==> config.mk <==
export PLATFORM = sky130hd
export DESIGN_NAME = rst_seq_ctrl
export DESIGN_NICKNAME = d
export VERILOG_FILES = /design/src/rtl/rst_seq_ctrl.sv
export SDC_FILE = /design/constraint.sdc
export NUM_CORES = 1
export LEC_CHECK = 0
export BUFFER_PORTS_ARGS = -buffer_cell sky130_fd_sc_hd__buf_2
export CAP_MARGIN = 10
export CORE_ASPECT_RATIO = 0.9
export CORE_UTILIZATION = 30
export CTS_CLUSTER_SIZE = 40
export DETAILED_ROUTE_END_ITERATION = 8
export GPL_TIMING_DRIVEN = 0
export MAX_ROUTING_LAYER = met4
export PLACE_DENSITY = 0.54
export SLEW_MARGIN = 30
export SYNTH_ARGS = -nofsm -noshare
export SYNTH_HDL_FRONTEND = slang
export SYNTH_SLANG_ARGS = --single-unit
==> constraint.sdc <==
create_clock -name clk -period 6.7 [get_ports clk]
set_input_delay 0.335 -clock clk [delete_from_list [all_inputs] [get_ports clk]]
set_output_delay 0.335 -clock clk [all_outputs]
set_load 0.05 [all_outputs]
==> src/rtl/rst_seq_ctrl.sv <==
// Reset sequencer: qualifies PLL lock, holds all domain resets, then
// releases them in index order, gated on each domain's ready handshake.
module rst_seq_ctrl #(
    parameter int NDOM      = 3,
    parameter int LOCK_FILT = 8,
    parameter int HOLD_CYC  = 16,
    parameter int GAP_CYC   = 4,
    parameter int TMO_CYC   = 64,
    parameter int CW        = 8
) (
    input  logic            clk,
    input  logic            grst,
    input  logic            pll_lock,
    input  logic            soft_req,
    input  logic [NDOM-1:0] dom_ready,
    output logic [NDOM-1:0] rst_out,
    output logic            seq_done,
    output logic            busy,
    output logic            lock_lost,
    output logic [NDOM-1:0] tmo_err
);

    localparam int IW = (NDOM > 1) ? $clog2(NDOM) : 1;
    localparam logic [CW-1:0] LF_C   = CW'(LOCK_FILT);
    localparam logic [CW-1:0] HOLD_C = CW'(HOLD_CYC);
    localparam logic [CW-1:0] GAP_C  = CW'(GAP_CYC);
    localparam logic [CW-1:0] TMO_C  = CW'(TMO_CYC);
    localparam logic [IW-1:0] LAST   = IW'(NDOM - 1);

    typedef enum logic [1:0] {
        WAIT_LOCK,
        HOLD,
        REL,
        RUN
    } state_e;

    state_e          state_q, state_d;
    logic [1:0]      sync_q;
    logic [CW-1:0]   lcnt_q, lcnt_d;
    logic [CW-1:0]   hcnt_q, hcnt_d;
    logic [CW-1:0]   gcnt_q, gcnt_d;
    logic [IW-1:0]   idx_q, idx_d;
    logic [NDOM-1:0] rst_q, rst_d;
    logic            lost_q, lost_d;
    logic [NDOM-1:0] tmo_q, tmo_d;

    logic            lock_s;
    logic [CW-1:0]   lcnt_inc, hcnt_inc, gcnt_inc;
    logic [IW-1:0]   idx_nx;
    logic            rdy_adv, tmo_adv;

    assign lock_s = sync_q[1];

    // Saturating increments so no counter ever wraps
    assign lcnt_inc = (lcnt_q == '1) ? lcnt_q : lcnt_q + 1'b1;
    assign hcnt_inc = (hcnt_q == '1) ? hcnt_q : hcnt_q + 1'b1;
    assign gcnt_inc = (gcnt_q == '1) ? gcnt_q : gcnt_q + 1'b1;
    assign idx_nx   = idx_q + 1'b1;

    assign rdy_adv = dom_ready[idx_q] && (gcnt_inc >= GAP_C);
    assign tmo_adv = (gcnt_inc == TMO_C);

    always_comb begin
        state_d = state_q;
        lcnt_d  = lcnt_q;
        hcnt_d  = hcnt_q;
        gcnt_d  = gcnt_q;
        idx_d   = idx_q;
        rst_d   = rst_q;
        lost_d  = lost_q;
        tmo_d   = tmo_q;
        unique case (state_q)
            WAIT_LOCK: begin
                if (!lock_s) begin
                    lcnt_d = '0;
                end else begin
                    lcnt_d = lcnt_inc;
                    if (lcnt_inc == LF_C) begin
                        state_d = HOLD;
                        hcnt_d  = '0;
                    end
                end
            end
            HOLD: begin
                if (lock_s) begin
                    hcnt_d = hcnt_inc;
                    if (hcnt_inc == HOLD_C) begin
                        state_d  = REL;
                        idx_d    = '0;
                        rst_d[0] = 1'b0;
                        gcnt_d   = '0;
                    end
                end
            end
            REL: begin
                if (lock_s) begin
                    gcnt_d = gcnt_inc;
                    if (rdy_adv || tmo_adv) begin
                        if (!rdy_adv) tmo_d[idx_q] = 1'b1;
                        if (idx_q == LAST) begin
                            state_d = RUN;
                        end else begin
                            idx_d         = idx_nx;
                            rst_d[idx_nx] = 1'b0;
                            gcnt_d        = '0;
                        end
                    end
                end
            end
            RUN: begin
                if (lock_s && soft_req) begin
                    rst_d   = '1;
                    state_d = HOLD;
                    hcnt_d  = '0;
                end
            end
        endcase
        // Lock loss overrides every other transition outside WAIT_LOCK
        if (!lock_s && state_q != WAIT_LOCK) begin
            rst_d   = '1;
            lost_d  = 1'b1;
            state_d = WAIT_LOCK;
            lcnt_d  = '0;
        end
    end

    always_ff @(posedge clk or posedge grst) begin
        if (grst) begin
            state_q <= WAIT_LOCK;
            sync_q  <= '0;
            lcnt_q  <= '0;
            hcnt_q  <= '0;
            gcnt_q  <= '0;
            idx_q   <= '0;
            rst_q   <= '1;
            lost_q  <= 1'b0;
            tmo_q   <= '0;
        end else begin
            state_q <= state_d;
            sync_q  <= {sync_q[0], pll_lock};
            lcnt_q  <= lcnt_d;
            hcnt_q  <= hcnt_d;
            gcnt_q  <= gcnt_d;
            idx_q   <= idx_d;
            rst_q   <= rst_d;
            lost_q  <= lost_d;
            tmo_q   <= tmo_d;
        end
    end

    assign rst_out   = rst_q;
    assign seq_done  = (state_q == RUN);
    assign busy      = (state_q != RUN);
    assign lock_lost = lost_q;
    assign tmo_err   = tmo_q;

endmodule

==> flow_metrics.tcl <==
set metrics [dict create \
    hold_buffers 1 \
    fin_tns_setup_ns 0 \
    multiInputGateArea_mm2 0.00138 \
    grt_max_degree 27 \
    powerDensity_mw_per_mm2 315 \
    r2r_cells 8 \
    cts.sinks 37 \
    required_ns 6.87 \
    antenna_found_initial 0 \
    status "finished clean" \
    rows 30 \
    p_sw_mw 0.363 \
    grt_use_total 0.133 \
    initial_utilization 0.315 \
    portBuffers 15 \
    async_reset_ff_frac 1.00 \
    clkLatencyLatePin_ns 0.29 \
    ys_ff_latch 37 \
    clock_skew_ns 0.00559 \
    fmax_mhz 351 \
    vdd_ir_drop_max_mv 0.106 \
    core_mm2 0.00769 \
    ys_warn_count 0 \
    dr.pass1.iters 4 \
    end_kind "flip-flop" \
    die_h_um 87.3 \
    fin_util 0.356 \
    cts_buffers 5 \
    filler_cell_count 792 \
    power.clock.fraction 0.190 \
    netlist_instances 269 \
    hpwl_um 3870 \
    max-slew-margin-rel 0.583 \
    ant_nets 0 \
    internal_power_mw 0.499 \
    overflow 0 \
    final-hold-violation-count 0 \
    drt-wirelength-per-cell_um 13.8 \
    grt_pass1_wl_um 8970 \
    clockRootBuffer "clkbuf_8" \
    comb_power_share 0.423 \
    whs_path_depth 1 \
    r2r-end "gcnt_q[0]$_DFFE_PP0P_" \
    rsz0062_at_grt "false" \
    drv_cap 0 \
    synthesis.area_per_instance_um2 9.01 \
    cts-htree-levels 2 \
    area_delta_synth_final_pct 13.0 \
    critPathLaunchType "flip-flop" \
    synth-edff-count 0 \
    die_w_um 96.7 \
    ios 16 \
    timing.rr.start "hcnt_q[0]$_DFFE_PP0P_" \
    setup_violations 0 \
    period_needed_ns 2.85 \
    diodes 0 \
    min_path_type "primary input to flip-flop" \
    ys_dominant_reg_cell "dfrtp_1" \
    p_seq_frac 0.387 \
    vias 2035 \
    hold_end "sync_q[0]$_DFF_PP0_" \
    reg2reg_slack_ns 3.85 \
    p_sw_frac 0.421 \
    slew_viol_final 0 \
    dieArea_mm2 0.00844 \
    worstHoldStart "pll_lock" \
    drt_wl_total_um 5400 \
    fin_nets 311 \
    ys_seq_area_frac 0.384 \
    yosysUniqueCellTypes 63 \
    vias_per_cell 5.22 \
    syn-num-nets 287 \
    cp.arrival_ns 3.02 \
    ctsResizeCount 0 \
    grt_pass1_vias 1872 \
    initialDrtViolationCount 96 \
    cp_max_fo 10 \
    clk_pin_slew_worst_paths_ns 0.08 \
    drc 0 \
    cts_tree "yes" \
    worstMarginPinSlew_ns 0.623 \
    seqCellArea_um2 930 \
    syn_area_mm2 0.00242 \
    post_cts_buffers 0 \
    critPathKind "flip-flop to flip-flop" \
    max-clock-path-buffers 2 \
    p_leak_nw 1.21 \
    period_share 0.426 \
    drive_gt1_frac 0.170 \
    place_congestion 0.807 \
]
[per-stage QoR]
step | setup WS [ns] | area (um2) | power, mW | hold WS (ns) | instances
6_report | 3.85 | 2740 | 0.862 | 0.149 | 390
5_1_grt | 3.71 | 2740 | 0.931 | 0.129 | 390
4_1_cts | 3.86 | 2740 | 0.872 | 0.139 | 390
3_5_place_dp | 3.88 | 2640 | 0.699 | 0.305 | 381
3_3_place_gp | 3.89 | 2620 | 0.697 | 0.333 | 380
2_1_floorplan | 4.29 | 2420 | 0.614 | 0.331 | 269
[area by class of cell]
class	instances	share of cell area
inverter	9	0.0123
timing repair buffer	17	0.0384
clock buffer	8	0.0329
buffer	15	0.0302
sequential	37	0.339
tap	96	0.0439
multi-input combinational	208	0.503
[synthesized netlist by cell type (all sizes together) (4+ instances only)]
cell type | n | area share
dfrtp | 34 | 0.35
nor2 | 26 | 0.043
a21oi | 19 | 0.039
o21ai | 19 | 0.039
nand3 | 18 | 0.037
nand2 | 17 | 0.026
and3 | 13 | 0.034
ha | 11 | 0.057
buf | 8 | 0.023
inv | 8 | 0.012
clkbuf | 7 | 0.011
mux2i | 7 | 0.029
a31oi | 6 | 0.015
nor3 | 5 | 0.012
a21o | 4 | 0.012
nand4 | 4 | 0.010
o31ai | 4 | 0.012
[logic make-up (layout without fill, tap and decap cells)]
| kind of cell | count (synthesis) | count (layout) | share of synthesized area |
|---|---|---|---|
| flip-flops | 37 | 37 | 0.384 |
| adder cells (fa/ha/maj) | 11 | 11 | 0.0568 |
| buffers and inverters | 24 | 49 | 0.0480 |
| AO/OA/AOI/OAI | 79 | 79 | 0.225 |
| AND/OR/NAND/NOR | 105 | 105 | 0.234 |
| XOR/XNOR | 4 | 4 | 0.0145 |
| multiplexers | 9 | 9 | 0.0382 |
[state kept, by name (all words and copies together) (netlist names)]
signal,flops
gcnt_q,8
hcnt_q,8
idx_q,2
lcnt_q,8
lock_lost,1
rst_out,3
state_q,2
sync_q,2
tmo_err,3
[worst max-delay path: stages (launching register included)]
cell and delay, ns:
dfrtp_1 0.44, ha_1 0.26, and3_1 0.24, a311o_1 0.38, a211oi_2 0.38, a31o_2 0.20
clkbuf_1 0.36, o21ai_1 0.17, mux2_2 0.29
[cell usage in the layout (no fill, tap or decap), drive strengths merged, types with 5 or more instances in the layout]
cell	instances
a21oi	19
a31oi	6
and3	13
buf	24
clkbuf	15
dfrtp	34
ha	11
inv	8
mux2i	7
nand2	17
nand3	18
nor2	26
nor3	5
o21ai	19
[power by group through the flow]
stage / registers, mW / clock network [mW] / logic (mW)
after CTS: 0.333 / 0.173 / 0.366
after global routing: 0.344 / 0.181 / 0.406
after detailed placement: 0.337 / 0 / 0.362
after global placement: 0.336 / 0 / 0.361
after floorplan: 0.351 / 0 / 0.262
final: 0.334 / 0.164 / 0.364
[routing by layer]
metal | track usage | share of wire | vias up
li1 | - | - | 1052
met1 | 0.189 | 0.54 | 950
met2 | 0.193 | 0.43 | 29
met3 | 0.0265 | 0.032 | 4
met4 | 0.0326 | 0.0043 | 0
met5 | - | 0 | -
[worst max path at each step]
stage               cells after the start                     to  slack [ns]                   from
floorplan                               8  gcnt_q[0]$_DFFE_PP0P_        4.29  hcnt_q[0]$_DFFE_PP0P_
global placement                        8  gcnt_q[0]$_DFFE_PP0P_        3.89  hcnt_q[0]$_DFFE_PP0P_
detailed placement                      8  gcnt_q[0]$_DFFE_PP0P_        3.88  hcnt_q[0]$_DFFE_PP0P_
CTS                                     8  gcnt_q[0]$_DFFE_PP0P_        3.86  hcnt_q[0]$_DFFE_PP0P_
global route                            8  gcnt_q[0]$_DFFE_PP0P_        3.71  hcnt_q[0]$_DFFE_PP0P_
finish                                  8  gcnt_q[0]$_DFFE_PP0P_        3.85  hcnt_q[0]$_DFFE_PP0P_
No activity file was read; power rests on OpenSTA's default activity.
